--- src/rtl/posit_decode_pipe_if.sv ---
// Handshake bundle between a posit producer (master) and posit_decode_pipe (slave).
// `define PPU_DECODE_SCALE_EN adds out_scale to the bundle.
interface posit_decode_pipe_if #(
  parameter int N  = 32,
  parameter int es = 2
);
  localparam int RW = $clog2(N) + 1;
  localparam int MW = N - es - 1;
  // es=0 keeps a one-bit exponent field so the port list stays legal
  localparam int EW = (es > 0) ? es : 1;

  logic                 in_valid;
  logic                 in_ready;
  logic [N-1:0]         in_posit;
  logic                 out_valid;
  logic                 out_ready;
  logic                 out_sign;
  logic                 out_zero;
  logic                 out_nar;
  logic signed [RW-1:0] out_k;
  logic [EW-1:0]        out_exp;
  logic [MW-1:0]        out_mant;
`ifdef PPU_DECODE_SCALE_EN
  logic signed [RW+es-1:0] out_scale;

  modport master (
    output in_valid, in_posit, out_ready,
    input  in_ready, out_valid, out_sign, out_zero, out_nar, out_k, out_exp, out_mant, out_scale
  );
  modport slave (
    input  in_valid, in_posit, out_ready,
    output in_ready, out_valid, out_sign, out_zero, out_nar, out_k, out_exp, out_mant, out_scale
  );
`else
  modport master (
    output in_valid, in_posit, out_ready,
    input  in_ready, out_valid, out_sign, out_zero, out_nar, out_k, out_exp, out_mant
  );
  modport slave (
    input  in_valid, in_posit, out_ready,
    output in_ready, out_valid, out_sign, out_zero, out_nar, out_k, out_exp, out_mant
  );
`endif
endinterface

--- src/rtl/posit_decode_pipe.sv ---
// Posit -> {sign, k, exp, mant, zero, nar}; 2 cycles accept->out_valid, 1/cycle, in_ready drops only with both stages full.
// `define PPU_DECODE_SCALE_EN to add out_scale = (k << es) + exp, registered with the other outputs.
module posit_decode_pipe #(
  parameter int N  = 32,
  parameter int es = 2
) (
  input  logic               clk,
  input  logic               rst_n,
  posit_decode_pipe_if.slave bus
);
  localparam int RW = $clog2(N) + 1;
  localparam int MW = N - es - 1;
  localparam int EW = (es > 0) ? es : 1;
  localparam int FW = N - es - 2;

  logic s1_en;
  logic s2_en;

  logic          s1_valid;
  logic          s1_sign;
  logic          s1_zero;
  logic          s1_nar;
  logic          s1_rc;
  logic [RW-1:0] s1_run;
  logic [N-3:0]  s1_body;

  logic                 o_valid;
  logic                 o_sign;
  logic                 o_zero;
  logic                 o_nar;
  logic signed [RW-1:0] o_k;
  logic [EW-1:0]        o_exp;
  logic [MW-1:0]        o_mant;

  assign s2_en        = ~o_valid | bus.out_ready;
  assign s1_en        = ~s1_valid | s2_en;
  assign bus.in_ready = s1_en;

  // Stage 1: magnitude and regime run length
  logic [N-2:0]  xin;
  logic          rc;
  logic [RW-1:0] run;
  logic          stop;

  always_comb begin
    xin  = bus.in_posit[N-1] ? -bus.in_posit[N-2:0] : bus.in_posit[N-2:0];
    rc   = xin[N-2];
    run  = '0;
    stop = 1'b0;
    for (int i = N - 2; i >= 0; i--) begin
      if (!stop && (xin[i] == rc)) run = run + RW'(1);
      else                         stop = 1'b1;
    end
  end

  always_ff @(posedge clk or negedge rst_n) begin
    if (!rst_n) begin
      s1_valid <= 1'b0;
      s1_sign  <= 1'b0;
      s1_zero  <= 1'b0;
      s1_nar   <= 1'b0;
      s1_rc    <= 1'b0;
      s1_run   <= '0;
      s1_body  <= '0;
    end else if (s1_en) begin
      s1_valid <= bus.in_valid;
      if (bus.in_valid) begin
        s1_sign <= bus.in_posit[N-1];
        s1_zero <= (bus.in_posit == '0);
        s1_nar  <= (bus.in_posit == {1'b1, {(N-1){1'b0}}});
        s1_rc   <= rc;
        s1_run  <= run;
        // xin[N-2] is the first regime bit and always falls off the top of the shift
        s1_body <= xin[N-3:0];
      end
    end
  end

  // Stage 2: shifting the body by run lands exp/frac right after the terminator
  logic [N-3:0]         fields;
  logic signed [RW-1:0] nx_k;
  logic [EW-1:0]        nx_exp;
  logic [FW-1:0]        nx_frac;

  always_comb begin
    nx_k   = s1_rc ? $signed(s1_run - RW'(1)) : $signed(-s1_run);
    fields = (s1_run == RW'(N - 1)) ? '0 : (s1_body << s1_run);
  end

  generate
    if (es > 0) begin : g_exp
      assign {nx_exp, nx_frac} = fields;
    end else begin : g_noexp
      assign nx_exp  = '0;
      assign nx_frac = fields;
    end
  endgenerate

`ifdef PPU_DECODE_SCALE_EN
  logic signed [RW+es-1:0] nx_scale;
  logic signed [RW+es-1:0] o_scale;

  always_comb begin
    nx_scale = ((RW + es)'(nx_k) <<< es) + (RW + es)'(nx_exp);
  end

  always_ff @(posedge clk or negedge rst_n) begin
    if (!rst_n) begin
      o_scale <= '0;
    end else if (s2_en && s1_valid) begin
      o_scale <= (s1_zero || s1_nar) ? '0 : nx_scale;
    end
  end

  assign bus.out_scale = o_scale;
`endif

  always_ff @(posedge clk or negedge rst_n) begin
    if (!rst_n) begin
      o_valid <= 1'b0;
      o_sign  <= 1'b0;
      o_zero  <= 1'b0;
      o_nar   <= 1'b0;
      o_k     <= '0;
      o_exp   <= '0;
      o_mant  <= '0;
    end else if (s2_en) begin
      o_valid <= s1_valid;
      if (s1_valid) begin
        o_sign <= s1_sign;
        o_zero <= s1_zero;
        o_nar  <= s1_nar;
        if (s1_zero || s1_nar) begin
          o_k    <= '0;
          o_exp  <= '0;
          o_mant <= '0;
        end else begin
          o_k    <= nx_k;
          o_exp  <= nx_exp;
          o_mant <= {1'b1, nx_frac};
        end
      end
    end
  end

  assign bus.out_valid = o_valid;
  assign bus.out_sign  = o_sign;
  assign bus.out_zero  = o_zero;
  assign bus.out_nar   = o_nar;
  assign bus.out_k     = o_k;
  assign bus.out_exp   = o_exp;
  assign bus.out_mant  = o_mant;

endmodule

--- src/flat_wrapper.sv ---
// flat-port wrapper written by rule: the top's interface ports become plain ports
module posit_decode_pipe_flat 
#(
  parameter int N  = 32,
  parameter int es = 2
)
  (clk, rst_n, bus_in_valid, bus_in_posit, bus_out_ready, bus_in_ready, bus_out_valid, bus_out_sign, bus_out_zero, bus_out_nar, bus_out_k, bus_out_exp, bus_out_mant);
  posit_decode_pipe_if #(.N(N), .es(es)) bus_i ();
  input  logic clk;
  input  logic rst_n;
  input wire logic [$bits(bus_i.in_valid)-1:0] bus_in_valid;
  input wire logic [$bits(bus_i.in_posit)-1:0] bus_in_posit;
  input wire logic [$bits(bus_i.out_ready)-1:0] bus_out_ready;
  output wire logic [$bits(bus_i.in_ready)-1:0] bus_in_ready;
  output wire logic [$bits(bus_i.out_valid)-1:0] bus_out_valid;
  output wire logic [$bits(bus_i.out_sign)-1:0] bus_out_sign;
  output wire logic [$bits(bus_i.out_zero)-1:0] bus_out_zero;
  output wire logic [$bits(bus_i.out_nar)-1:0] bus_out_nar;
  output wire logic [$bits(bus_i.out_k)-1:0] bus_out_k;
  output wire logic [$bits(bus_i.out_exp)-1:0] bus_out_exp;
  output wire logic [$bits(bus_i.out_mant)-1:0] bus_out_mant;
  assign bus_i.in_valid = bus_in_valid;
  assign bus_i.in_posit = bus_in_posit;
  assign bus_i.out_ready = bus_out_ready;
  assign bus_in_ready = bus_i.in_ready;
  assign bus_out_valid = bus_i.out_valid;
  assign bus_out_sign = bus_i.out_sign;
  assign bus_out_zero = bus_i.out_zero;
  assign bus_out_nar = bus_i.out_nar;
  assign bus_out_k = bus_i.out_k;
  assign bus_out_exp = bus_i.out_exp;
  assign bus_out_mant = bus_i.out_mant;
  posit_decode_pipe #(.N(N), .es(es)) u_core (.clk(clk), .rst_n(rst_n), .bus(bus_i));
endmodule
--- config.mk ---
export PLATFORM = sky130hd
export DESIGN_NAME = posit_decode_pipe_flat
export DESIGN_NICKNAME = d
export VERILOG_FILES = /design/src/rtl/posit_decode_pipe_if.sv /design/src/rtl/posit_decode_pipe.sv /design/src/flat_wrapper.sv
export SDC_FILE = /design/constraint.sdc
export NUM_CORES = 1
export LEC_CHECK = 0
export ABC_AREA = 1
export BUFFER_PORTS_ARGS = -buffer_cell sky130_fd_sc_hd__buf_4
export CAP_MARGIN = 10
export CORE_MARGIN = 2
export CORE_UTILIZATION = 50
export CTS_BUF_LIST = sky130_fd_sc_hd__clkbuf_16
export DETAILED_ROUTE_END_ITERATION = 6
export GPL_TIMING_DRIVEN = 0
export PLACE_DENSITY = 0.74
export RECOVER_POWER = 50
export SYNTH_ARGS = -nofsm -noshare
export SYNTH_HDL_FRONTEND = slang
export SYNTH_SLANG_ARGS = --single-unit
--- constraint.sdc ---
create_clock -name clk -period 4.1 [get_ports clk]
set_input_delay 0.205 -clock clk [delete_from_list [all_inputs] [get_ports clk]]
set_output_delay 0.205 -clock clk [all_outputs]
set_load 0.01 [all_outputs]
==> results by group, run 1 <==
Logic synthesis
  • Post-synth EDFFs: 0
  • Post-Syn Area: 8580 sq um
  • Ys Warns: 0
  • Synth Net Count: 1,454
  • Synth Flop Type: dfrtp_1
  • Sequential fraction of the synthesis area: 0.239
  • Share of async-settable or async-resettable flops after synthesis: 1.00
  • FF+latch count, synth: 82
  • Distinct cells, synth: 52
  • Avg Cell Area, Syn: 6.18 sq um
  • Cells after Synth: 1,389
  • Post-synth top area cell: dfrtp_1
  • Synth top area cells: dfrtp_1, nand2_1, o21ai_0, inv_1, nand3_1
  • Top-area cell type share of the netlist area: 0.239

Power and ir drop
  • Switching Share: 0.414
  • Peak VDD IR: 0.285 mV
  • Clock power share: 0.214
  • Sw Pwr: 1.67 mW
  • Combinational share of power: 0.498
  • Cell-internal power: 2.35 mW
  • Power Density: 364 nW/um^2
  • Leak Pwr: 5.58 nW
  • Seq pwr share: 0.289

Critical path
  • CP Capture Type: flop
  • Critical Path AT: 14.03 ns
  • Worst R2R Start: u_core.s1_run[0]$_DFFE_PN0P_
  • Req. time, crit path: 4.34 ns
  • Kind of critical path: in2reg
  • CP peak stage delay: 0.34 ns
  • Slowest stage cell, crit path: ha_1
  • Flop2flop setup slack: 1.32 ns
  • Setup crit start kind: input port
  • Crit Path Max Fanout: 5
  • Worst R2R Path Depth: 11
  • Worst reg2reg endpoint: u_core.bus.out_exp[0]$_DFFE_PN0P_

Route
  • Wirelength, routed: 25,900 microns
  • DRC: 0
  • TritonRoute pass-1 iters: 5
  • Total number of vias: 9,361
  • Initial DRC count: 496
  • Wire length per cell: 14.5 microns
  • Vias/cell: 5.26
  • Antenna Nets Post-Route: 0

Clocking
  • Clock Latency Late Sink: 0.34 ns
  • Max Buffers Root-to-Sink: 2
  • Post-CTS Hold Buffers: 0
  • Clock Tree Root: clkbuf_16
  • CTS tree: yes
  • H-tree depth: 3
  • Sink Count: 82
  • CTS clk-pin slew, worst paths: 0.07 ns
  • TritonCTS Buffers: 9

Placement
  • Port buffer count: 77
  • DPL Wire Length: 19,500 microns
  • Post-Place Cells: 1,686
  • Placer's final routability congestion estimate: 1.00

Floorplanning
  • FP Rows: 47
  • Die area: 18,200 sq um
  • Die width: 135 microns
  • Initial Utilization: 0.514
  • Core Footprint: 16,700 sq um
  • I/O Pins: 78
  • Die height: 135 microns

Final layout
  • Fin util: 0.662
  • Post-layout nets: 1,621
  • Commonest non-fill, non-tap cells in the layout: nand2_1, inv_1, buf_4
  • ANT cells: 0
  • Most common cell after layout, fill and taps aside: nand2_1
  • Final non-filler cell total: 1,781
  • Layout cell share with drive strength beyond 1: 0.261
  • Synthesis-to-finish area growth: 28.8%

STA
  • Worst Tran Pin Value: 1.96 ns
  • Period utilization: 3.37
  • Count of final hold-check violations: 0
  • Unrepaired setup endpoints after global routing: true
  • Final WS setup: -9.70 ns
  • Setup TNS: -50.30 ns
  • Final min period: 13.80 ns
  • Final setup fails: 6
  • Pins Over Slew Limit: 83
  • Max-slew headroom: -0.304
  • Fmax: 72.5 MHz
  • Worst Clk Skew: 0.0110 ns

Global routing
  • Largest net degree at the start of global routing: 83
  • Total routing usage reported by global routing: 0.276
  • GRT overflow: 0
  • First-pass GRT wire length: 41,200 microns
  • Antenna violations before repair: 0
  • Vias in the first global route: 8,889

Min path
  • Worst hold endpoint: u_core.bus.out_valid$_DFFE_PN0P_
  • Min-Delay Path Class: in2reg
  • Startpoint of the worst hold path: bus_out_ready
  • Hold path cells: 4

Run status
  • Status: finished, violations left
  • Failing checks: max-capacitance violations, max-slew violations, negative setup slack

Run
  • Max Cap Viol: 1
-- logic make-up (layout without fill, tap and decap cells) --
logic type | count (synthesis) | after routing | share of synthesized area
muxes | 14 | 14 | 0.0165
buffers and inverters | 226 | 398 | 0.105
AOI/OAI and AO/OA | 188 | 188 | 0.121
and+or+nand+nor | 805 | 805 | 0.429
DFF | 82 | 82 | 0.239
xor gates and xnor gates | 45 | 45 | 0.0459
adders and majority gates | 29 | 29 | 0.0423
-- power by group through the flow --
stage / Sequential (mW) / Combinational (mW) / Clock (mW)
4_1_cts: 1.16 / 1.92 / 0.861
3_5_place_dp: 1.17 / 1.77 / 0
6_report: 1.16 / 2.00 / 0.860
5_1_grt: 1.19 / 2.22 / 0.898
3_3_place_gp: 1.17 / 1.74 / 0
2_1_floorplan: 1.23 / 1.06 / 0
-- cells in the mapped netlist, types with 12 or more instances --
cell type	n
nand2_1	439
inv_1	166
nor2_1	130
o21ai_0	126
nand3_1	107
dfrtp_1	82
nand2_2	39
ha_1	29
clkbuf_1	28
xor2_1	25
nand3_2	22
xnor2_1	20
nand4_1	19
a21oi_1	15
o22ai_1	15
mux2i_1	13
inv_2	12
-- layout make-up --
cell class | count | area, sq um
Clock inverter | 7 | 91.3
Clock buffer | 9 | 225
Inverter | 183 | 716
Timing Repair Buffer | 156 | 1140
Multi-Input combinational cell | 1081 | 6320
Buffer | 43 | 229
Fill cell | 1553 | 5650
Tap cell | 220 | 275
Sequential cell | 82 | 2050
-- routing by layer --
layer  track usage  wire length [microns]
met1         0.336                  11100
met2         0.507                  12800
met3        0.0300                   1130
met4        0.0949                    854
met5             0                      0
-- what timing repair did --
item                       CTS  global route
hold endpoints to repair     0             0
pin swaps                   58            73
gates resized for setup     84            68
buffers inserted            67            16
setup endpoints to repair    6             6
-- worst max path at each step --
stage	slack, ns	cells after the start	from	end
floorplan	-9.40	105	bus_in_posit[1]	u_core.s1_run[4]$_DFFE_PN0P_
global placement	-10.37	105	bus_in_posit[16]	u_core.s1_run[4]$_DFFE_PN0P_
detailed placement	-10.73	105	bus_in_posit[1]	u_core.s1_run[4]$_DFFE_PN0P_
CTS	-9.65	105	bus_in_posit[0]	u_core.s1_run[4]$_DFFE_PN0P_
global route	-10.34	107	bus_in_posit[22]	u_core.s1_run[4]$_DFFE_PN0P_
finish	-9.70	107	bus_in_posit[1]	u_core.s1_run[4]$_DFFE_PN0P_
-- flip-flops by register name, summed over array words and instances, names as in the netlist --
signal,flops
u_core.s1_run,6
u_core.s1_zero,1
u_core.bus.out_nar,1
u_core.s1_rc,1
u_core.bus.out_mant,29
u_core.bus.out_k,6
u_core.s1_valid,1
u_core.bus.out_valid,1
u_core.bus.out_zero,1
u_core.s1_body,30
u_core.s1_nar,1
u_core.s1_sign,1
u_core.bus.out_exp,2
u_core.bus.out_sign,1
-- worst max-delay path, delay by kind of cell --
kind,cells,cell delay [ns]
buffers and inverters,19,1.21
multiplexers,1,0.28
AND/OR/NAND/NOR,52,4.96
AO/OA/AOI/OAI,9,0.97
adder cells (fa/ha/maj),26,6.32
-- metrics by stage --
stage / power, mW / instance area, sq um / worst slack, ns / hold slack, ns
6_report: 4.02 / 11100 / -9.70 / 0.146
4_1_cts: 3.94 / 10700 / -9.65 / 0.0711
3_5_place_dp: 2.95 / 9590 / -10.73 / 0.432
3_3_place_gp: 2.91 / 9590 / -10.37 / 0.432
5_1_grt: 4.31 / 11100 / -10.34 / 0.161
2_1_floorplan: 2.29 / 8740 / -9.40 / -0.0906
Power figures use the tool's default switching activity.
==> run 2: changes to the inputs <==
--- a/config.mk
+++ b/config.mk
@@ -5,9 +5,8 @@
 export SDC_FILE = /design/constraint.sdc
 export NUM_CORES = 1
 export LEC_CHECK = 0
-export ABC_AREA = 1
 export BUFFER_PORTS_ARGS = -buffer_cell sky130_fd_sc_hd__buf_4
-export CAP_MARGIN = 10
+export CAP_MARGIN = 40
 export CORE_MARGIN = 2
 export CORE_UTILIZATION = 50
 export CTS_BUF_LIST = sky130_fd_sc_hd__clkbuf_16
==> results by group, run 2 <==
Run status
  • Status: finished, violations left
  • Failing checks: design-rule violations, max-capacitance violations, max-slew violations, negative setup slack

Logic synthesis
  • Synth Area in Adders: 0.0392 (-0.00310)
  • Post-synthesis mux area share: 0.114 (+0.0980)
  • Distinct cells, synth: 89 (+71%)
  • Post-Syn Area: 9260 sq um (+7.9%)
  • Cells after Synth: 1,158 (-17%)
  • FF+latch count, synth: 82 (unchanged)
  • Synth Net Count: 1,223 (-16%)
  • XOR/XNOR share of the synthesized area: 0.122 (+0.0758)
  • Synth Flop Type: dfrtp_1
  • Ys Warns: 0 (unchanged)
  • Synth Area in Compound Gates: 0.223 (+0.102)
  • Largest family of logic cells by synthesized area: simple AND/OR/NAND/NOR gates
  • Post-Synth Simple-Gate Area: 0.241 (-0.189)
  • Share of async-settable or async-resettable flops after synthesis: 1.00 (unchanged)
  • Post-synth top area cell: dfrtp_1
  • Synth top area cells: dfrtp_1, xnor2_1, mux2i_1, nand2_1, o21ai_0
  • Avg Cell Area, Syn: 7.99 sq um (+29%)
  • Post-synth EDFFs: 0 (unchanged)
  • Sequential fraction of the synthesis area: 0.222 (-0.0175)
  • Most common cell in the synthesized netlist: nand2_1
  • Top-area cell type share of the netlist area: 0.222 (-0.0175)
  • Top cells by count, synth: nand2_1, o21ai_0, dfrtp_1

Critical path
  • Critical Path AT: 16.28 ns (+2.25 ns)
  • Req. time, crit path: 4.31 ns (-0.03 ns)
  • CP top delay family: adder cells
  • Cell mode on critical path: ha_4
  • Worst R2R Start: u_core.s1_run[0]$_DFFE_PN0P_
  • CP peak stage delay: 0.57 ns (+0.23 ns)
  • Kind of critical path: in2reg
  • Setup crit start kind: input port
  • Crit. Startpoint: bus_in_posit[14]
  • Slowest stage cell, crit path: or4_4
  • CP Capture Type: flop
  • Crit path buf inv count: 7 (-12)
  • Crit Path Max Fanout: 3 (-2)

Final layout
  • Commonest non-fill, non-tap cells in the layout: nand2_1, buf_4, o21ai_0
  • Biggest register: u_core.s1_body
  • Largest register FFs: 30 (unchanged)
  • Most common cell after layout, fill and taps aside: nand2_1
  • Layout cell share with drive strength beyond 1: 0.236 (-0.0248)
  • Synthesis-to-finish area growth: 26.8%
  • ANT cells: 0 (unchanged)
  • Multi-input logic area: 7520 sq um (+19%)
  • Fin util: 0.649 (-0.0124)
  • Register area: 2050 sq um (unchanged)
  • Post-layout nets: 1,391 (-14%)
  • Fillcell total: 1,529 (-1.5%)

Floorplanning
  • I/O Pins: 78 (unchanged)
  • FP Rows: 49 (+4.3%)
  • Initial Utilization: 0.512 (-0.00185)
  • Die width: 140 microns (+3.8%)
  • Die height: 140 microns (+3.8%)
  • Core Footprint: 18,100 sq um (+8.3%)
  • Die area: 19,600 sq um (+7.7%)

Power and ir drop
  • Combinational share of power: 0.522 (+0.024)
  • Sw Pwr: 1.70 mW (+2.3%)
  • Power Density: 368 nW/um^2 (+1.0%)
  • Tot Pwr: 4.32 mW (+7.4%)
  • Switching Share: 0.395 (-0.0194)
  • Clock power share: 0.213 (about the same)
  • Seq pwr share: 0.264 (-0.025)
  • Peak VDD IR: 0.280 mV (-1.9%)
  • Leak Pwr: 4.74 nW (-15%)
  • Cell-internal power: 2.61 mW (+11%)

STA
  • Max-slew headroom: -0.345 (-0.0409)
  • Unrepaired setup endpoints after global routing: true
  • Count of final hold-check violations: 0 (unchanged)
  • Worst Tran Pin Value: 2.02 ns (+0.0614 ns)
  • Pins Over Slew Limit: 40 (-52%)
  • Final setup fails: 6 (unchanged)
  • Final min period: 16.08 ns (+2.28 ns)
  • Final WS setup: -11.98 ns (-2.28 ns)
  • Setup TNS: -59.39 ns (-9.10 ns)
  • Fmax: 62.2 MHz (-14%)
  • Period utilization: 3.92 (+0.556)
  • Worst Clk Skew: 0.00621 ns (-0.00480 ns)

Global routing
  • First-pass GRT wire length: 45,100 microns (+9.6%)
  • Vias in the first global route: 9,105 (+2.4%)
  • Largest net degree at the start of global routing: 45 (-46%)
  • Total routing usage reported by global routing: 0.278 (+0.00150)
  • Antenna violations before repair: 0 (unchanged)
  • GRT overflow: 0 (unchanged)

Route
  • Wire length per cell: 18.0 microns (+24%)
  • Total number of vias: 9,561 (+2.1%)
  • TritonRoute pass-1 iters: 7 (+2)
  • Initial DRC count: 669 (+35%)
  • Wirelength, routed: 28,000 microns (+8.4%)
  • Antenna Nets Post-Route: 0 (unchanged)
  • DRC: 14 (+14)
  • Vias/cell: 6.13 (+17%)

Placement
  • Placer's final routability congestion estimate: 1.03 (+2.9%)
  • DPL Wire Length: 20,500 microns (+5.4%)
  • Port buffer count: 75 (-2.6%)

Run
  • Max Cap Viol: 1 (unchanged)

Min path
  • Min-Delay Path Class: in2reg
  • Startpoint of the worst hold path: bus_in_valid

Clocking
  • Sink Count: 82 (unchanged)
  • Max Buffers Root-to-Sink: 2 (unchanged)
  • Clock Tree Root: clkbuf_16
  • Clock Latency Late Sink: 0.35 ns (about the same)
  • TritonCTS Buffers: 9 (unchanged)
  • CTS tree: yes
  • H-tree depth: 3 (unchanged)
  • CTS clk-pin slew, worst paths: 0.06 ns (about the same)
==> run 2: final timing paths <==
kind / endpoint / slack, ns / cells after the start
setup / recovery: u_core.s1_run[4]$_DFFE_PN0P_ / -11.98 / 90
hold / removal: u_core.s1_valid$_DFFE_PN0N_ / 0.08 / 2
setup reg to reg: u_core.bus.out_mant[23]$_DFFE_PN0P_ / 1.00 / 7
hold reg to reg: u_core.bus.out_mant[17]$_DFFE_PN0P_ / 0.48 / 2
max in group asynchronous: u_core.s1_run[2]$_DFFE_PN0P_ / 1.15 / 3
min in group asynchronous: u_core.bus.out_zero$_DFFE_PN0P_ / 0.98 / 2
==> run 2: routing by layer <==
| layer | GRT usage | vias up | part of all wire |
|---|---|---|---|
| met3 | 0.0294 | 83 | 0.056 |
| li1 | - | 4614 | - |
| met1 | 0.353 | 4507 | 0.42 |
| met4 | 0.125 | 0 | 0.037 |
| met2 | 0.480 | 357 | 0.49 |
| met5 | 0 | - | 0 |
==> run 2: timing repair <==
| item | CTS | global route |
|---|---|---|
| hold buffers | 1 | 0 |
| setup buffers | 51 | 34 |
| gates resized for setup | 64 | 48 |
| hold endpoints to repair | 38 | 0 |
| pin swaps | 40 | 42 |
| gates cloned | 0 | 0 |
| endpoints found under the setup margin | 6 | 6 |
==> run 2: area by class of cell <==
type                    count  area share
well taps                 229      0.0244
inverters                  31      0.0101
repair buffers            160      0.0996
flip-flops and latches     82       0.175
multi-input cells         982       0.641
clock inverters             7      0.0100
clock buffers               9      0.0192
plain buffers              60      0.0211
==> run 2: per-stage QoR <==
stage          hold WS [ns]  cells  instance area [sq um]  setup WS, ns
6_report             0.0778   1560                  11700        -11.98
5_1_grt              0.0951   1560                  11700        -12.63
4_1_cts              0.0784   1530                  11400        -12.00
3_5_place_dp          0.201   1464                  10400        -13.39
3_3_place_gp          0.413   1462                  10300        -13.20
2_1_floorplan       -0.0906   1158                   9500        -11.57
==> run 2: kinds of logic after synthesis <==
logic type	count (synthesis)
multiplexers	85
buffers and inverters	94
XOR/XNOR	114
adder cells (fa/ha/maj)	29
AO/OA/AOI/OAI	314
flip-flops	82
AND/OR/NAND/NOR	440
==> run 2: worst reg2reg max path: cells and delay by family (launching register included) <==
kind / cells / cell delay [ns]
flops: 1 / 0.39
mux: 2 / 0.92
buf+inv: 2 / 1.08
compound gates: 3 / 0.62
==> run 2: power groups by stage <==
stage          Combinational (mW)  Clock, mW  Sequential (mW)
3_3_place_gp                 1.97          0             1.15
5_1_grt                      2.47      0.966             1.17
3_5_place_dp                 2.01          0             1.16
6_report                     2.25      0.921             1.14
2_1_floorplan                1.33          0             1.19
4_1_cts                      2.17      0.931             1.14
==> run 3: changes to the inputs <==
--- a/config.mk
+++ b/config.mk
@@ -7,6 +7,7 @@
 export LEC_CHECK = 0
 export BUFFER_PORTS_ARGS = -buffer_cell sky130_fd_sc_hd__buf_4
 export CAP_MARGIN = 40
+export CORE_ASPECT_RATIO = 0.8
 export CORE_MARGIN = 2
 export CORE_UTILIZATION = 50
 export CTS_BUF_LIST = sky130_fd_sc_hd__clkbuf_16
==> results by group, run 3 (synthesis results as in run 2) <==
Run status
  • Status: finished, violations left
  • Failing checks: max-capacitance violations, max-slew violations, negative setup slack

Power and ir drop
  • Peak VDD IR: 0.203 mV (-27%)
  • Leak Pwr: 4.71 nW (-0.68%)
  • Cell-internal power: 2.41 mW (-7.7%)
  • Power Density: 354 nW/um^2 (-3.8%)
  • Sw Pwr: 1.75 mW (+2.9%)
  • Switching Share: 0.421 (+0.0261)
  • Clock power share: 0.171 (-0.042)
  • Seq pwr share: 0.275 (+0.011)
  • Combinational share of power: 0.555 (+0.033)

Min path
  • Min-Delay Path Class: in2reg

Critical path
  • Crit path buf inv count: 10 (+3)
  • Cell mode on critical path: ha_4
  • Critical Path AT: 16.42 ns (+0.14 ns)
  • Slowest stage cell, crit path: o41ai_4
  • Worst reg2reg endpoint: u_core.bus.out_mant[15]$_DFFE_PN0P_
  • Critical path depth: 94 (+4.4%)
  • CP top delay family: adder cells
  • CP peak stage delay: 0.49 ns (-0.08 ns)
  • CP Capture Type: flop
  • Crit path capture: u_core.s1_run[4]$_DFFE_PN0P_
  • Crit. Startpoint: bus_in_posit[1]
  • Worst R2R Start: u_core.s1_run[0]$_DFFE_PN0P_
  • Crit Path Max Fanout: 5 (+2)
  • Req. time, crit path: 4.29 ns (-0.02 ns)
  • Setup crit start kind: input port
  • Kind of critical path: in2reg
  • Flop2flop setup slack: 0.83 ns (-0.17 ns)
  • Worst R2R Path Depth: 7 (unchanged)

Global routing
  • Largest net degree at the start of global routing: 45 (unchanged)
  • Total routing usage reported by global routing: 0.291 (+0.0133)
  • Vias in the first global route: 9,059 (-0.51%)
  • GRT overflow: 0 (unchanged)
  • Antenna violations before repair: 0 (unchanged)
  • First-pass GRT wire length: 46,300 microns (+2.7%)

STA
  • Unrepaired setup endpoints after global routing: true
  • Pins Over Slew Limit: 40 (unchanged)
  • Worst Tran Pin Value: 2.01 ns (-0.00300 ns)
  • Worst Clk Skew: 0.00501 ns (-0.00121 ns)
  • Count of final hold-check violations: 0 (unchanged)
  • Setup TNS: -59.75 ns (-0.355 ns)
  • Final setup fails: 6 (unchanged)
  • Max-slew headroom: -0.343 (+0.00200)
  • Fmax: 61.6 MHz (-0.91%)
  • Period utilization: 3.96 (+0.0358)
  • Final min period: 16.23 ns (+0.147 ns)
  • Final WS setup: -12.13 ns (-0.147 ns)

Route
  • DRC: 0 (-14)
  • Vias/cell: 6.29 (+2.7%)
  • Total number of vias: 9,804 (+2.5%)
  • Post-Route M1 WL: 13,500 microns (+15%)
  • Top sig layer: met4
  • Wire length per cell: 19.0 microns (+5.9%)
  • Initial DRC count: 814 (+22%)
  • Met3 routed WL: 2610 microns (+67%)
  • Antenna Nets Post-Route: 0 (unchanged)
  • TritonRoute pass-1 iters: 5 (-2)
  • Wirelength, routed: 29,700 microns (+5.8%)
  • Routed wire length on met2: 13,000 microns (-5.0%)

Run
  • Max Cap Viol: 1 (unchanged)

Clocking
  • CTS clk-pin slew, worst paths: 0.06 ns (about the same)
  • CTS tree: yes
  • TritonCTS Buffers: 9 (unchanged)
  • Clock Latency Late Sink: 0.34 ns (about the same)
  • H-tree depth: 3 (unchanged)
  • Sink Count: 82 (unchanged)
  • Clock Tree Root: clkbuf_16
  • Max Buffers Root-to-Sink: 2 (unchanged)

Final layout
  • Fillcell total: 1,567 (+2.5%)
  • Fin util: 0.648 (-0.000978)
  • Most common cell after layout, fill and taps aside: nand2_1
  • Layout cell share with drive strength beyond 1: 0.236 (about the same)
  • Post-layout nets: 1,389 (-0.14%)
  • Commonest non-fill, non-tap cells in the layout: nand2_1, buf_4, o21ai_0
  • Synthesis-to-finish area growth: 27.2%
  • Biggest register: u_core.s1_body
  • Largest register FFs: 30 (unchanged)
  • ANT cells: 0 (unchanged)

Floorplanning
  • Initial Utilization: 0.510 (-0.00229)
  • FP Rows: 44 (-10%)
  • Core Footprint: 18,200 sq um (+0.45%)
  • Die area: 19,600 sq um (about the same)
  • I/O Pins: 78 (unchanged)
  • Die width: 156 microns (+11%)
  • Die height: 126 microns (-10%)

Placement
  • Placer's final routability congestion estimate: 1.01 (-2.2%)
  • DPL Wire Length: 21,700 microns (+5.9%)
  • Port buffer count: 75 (unchanged)
  • Setup WS pre-CTS: -13.67 ns (-0.280 ns)
==> run 3: cell types whose count changed in the layout (fill, tap and decap cells not counted), sizes merged <==
| cell | previous run | this run |
|---|---|---|
| buf | 141 | 129 |
| clkbuf | 87 | 97 |
| bufinv | 3 | 0 |
| clkinvlp | 0 | 2 |
==> run 3: how the worst min path moves through the flow <==
| stage | startpoint | to | slack (ns) | cells after the start |
|---|---|---|---|---|
| 6_report | bus_in_valid | u_core.s1_valid$_DFFE_PN0N_ | 0.09 | 2 |
| 3_3_place_gp | bus_in_valid | u_core.s1_valid$_DFFE_PN0N_ | 0.43 | 2 |
| 3_5_place_dp | rst_n | u_core.s1_valid$_DFFE_PN0N_ | 0.20 | 1 |
| 5_1_grt | bus_in_valid | u_core.s1_valid$_DFFE_PN0N_ | 0.10 | 2 |
| 4_1_cts | bus_in_valid | u_core.s1_valid$_DFFE_PN0N_ | 0.08 | 2 |
| 2_1_floorplan | rst_n | u_core.bus.out_exp[0]$_DFFE_PN0P_ | -0.09 | 0 |
==> run 3: layout make-up <==
cell class              instances  area [sq um]  share of cell area
plain buffers                  60           245              0.0208
inverters                      31           126              0.0107
flip-flops and latches         82          2050               0.174
multi-input cells             982          7690               0.653
well taps                     230           288              0.0244
clock inverters                 6          35.0             0.00297
clock buffers                   9           225              0.0191
repair buffers                158          1120              0.0948
==> run 3: repair_timing <==
item                       in CTS  in global routing
resized for setup              73                 77
pin swaps                      54                 72
setup endpoints to repair       6                  6
buffers inserted               59                 30
hold buffers                    1                  0
hold endpoints to repair       38                  0
==> run 3: power by group through the flow <==
stage          Combinational [mW]  Clock [mW]  Sequential (mW)
2_1_floorplan                1.33           0             1.19
3_3_place_gp                 2.02           0             1.15
3_5_place_dp                 2.04           0             1.15
4_1_cts                      2.23       0.716             1.14
5_1_grt                      2.50       0.767             1.17
6_report                     2.31       0.710             1.14
==> run 3: stage by stage <==
step	instance area, sq um	power [mW]	hold slack [ns]	std cells
global placement	10300	3.16	0.433	1463
detailed placement	10400	3.20	0.199	1465
finish	11800	4.16	0.0902	1558
floorplan	9500	2.52	-0.0906	1158
CTS	11400	4.09	0.0845	1537
global route	11800	4.43	0.103	1558
==> run 3: per-layer routing <==
| metal | vias up | track usage |
|---|---|---|
| met5 | - | 0 |
| met4 | 0 | 0.0669 |
| met3 | 40 | 0.0747 |
| met2 | 403 | 0.428 |
| met1 | 4745 | 0.430 |
| li1 | 4616 | - |
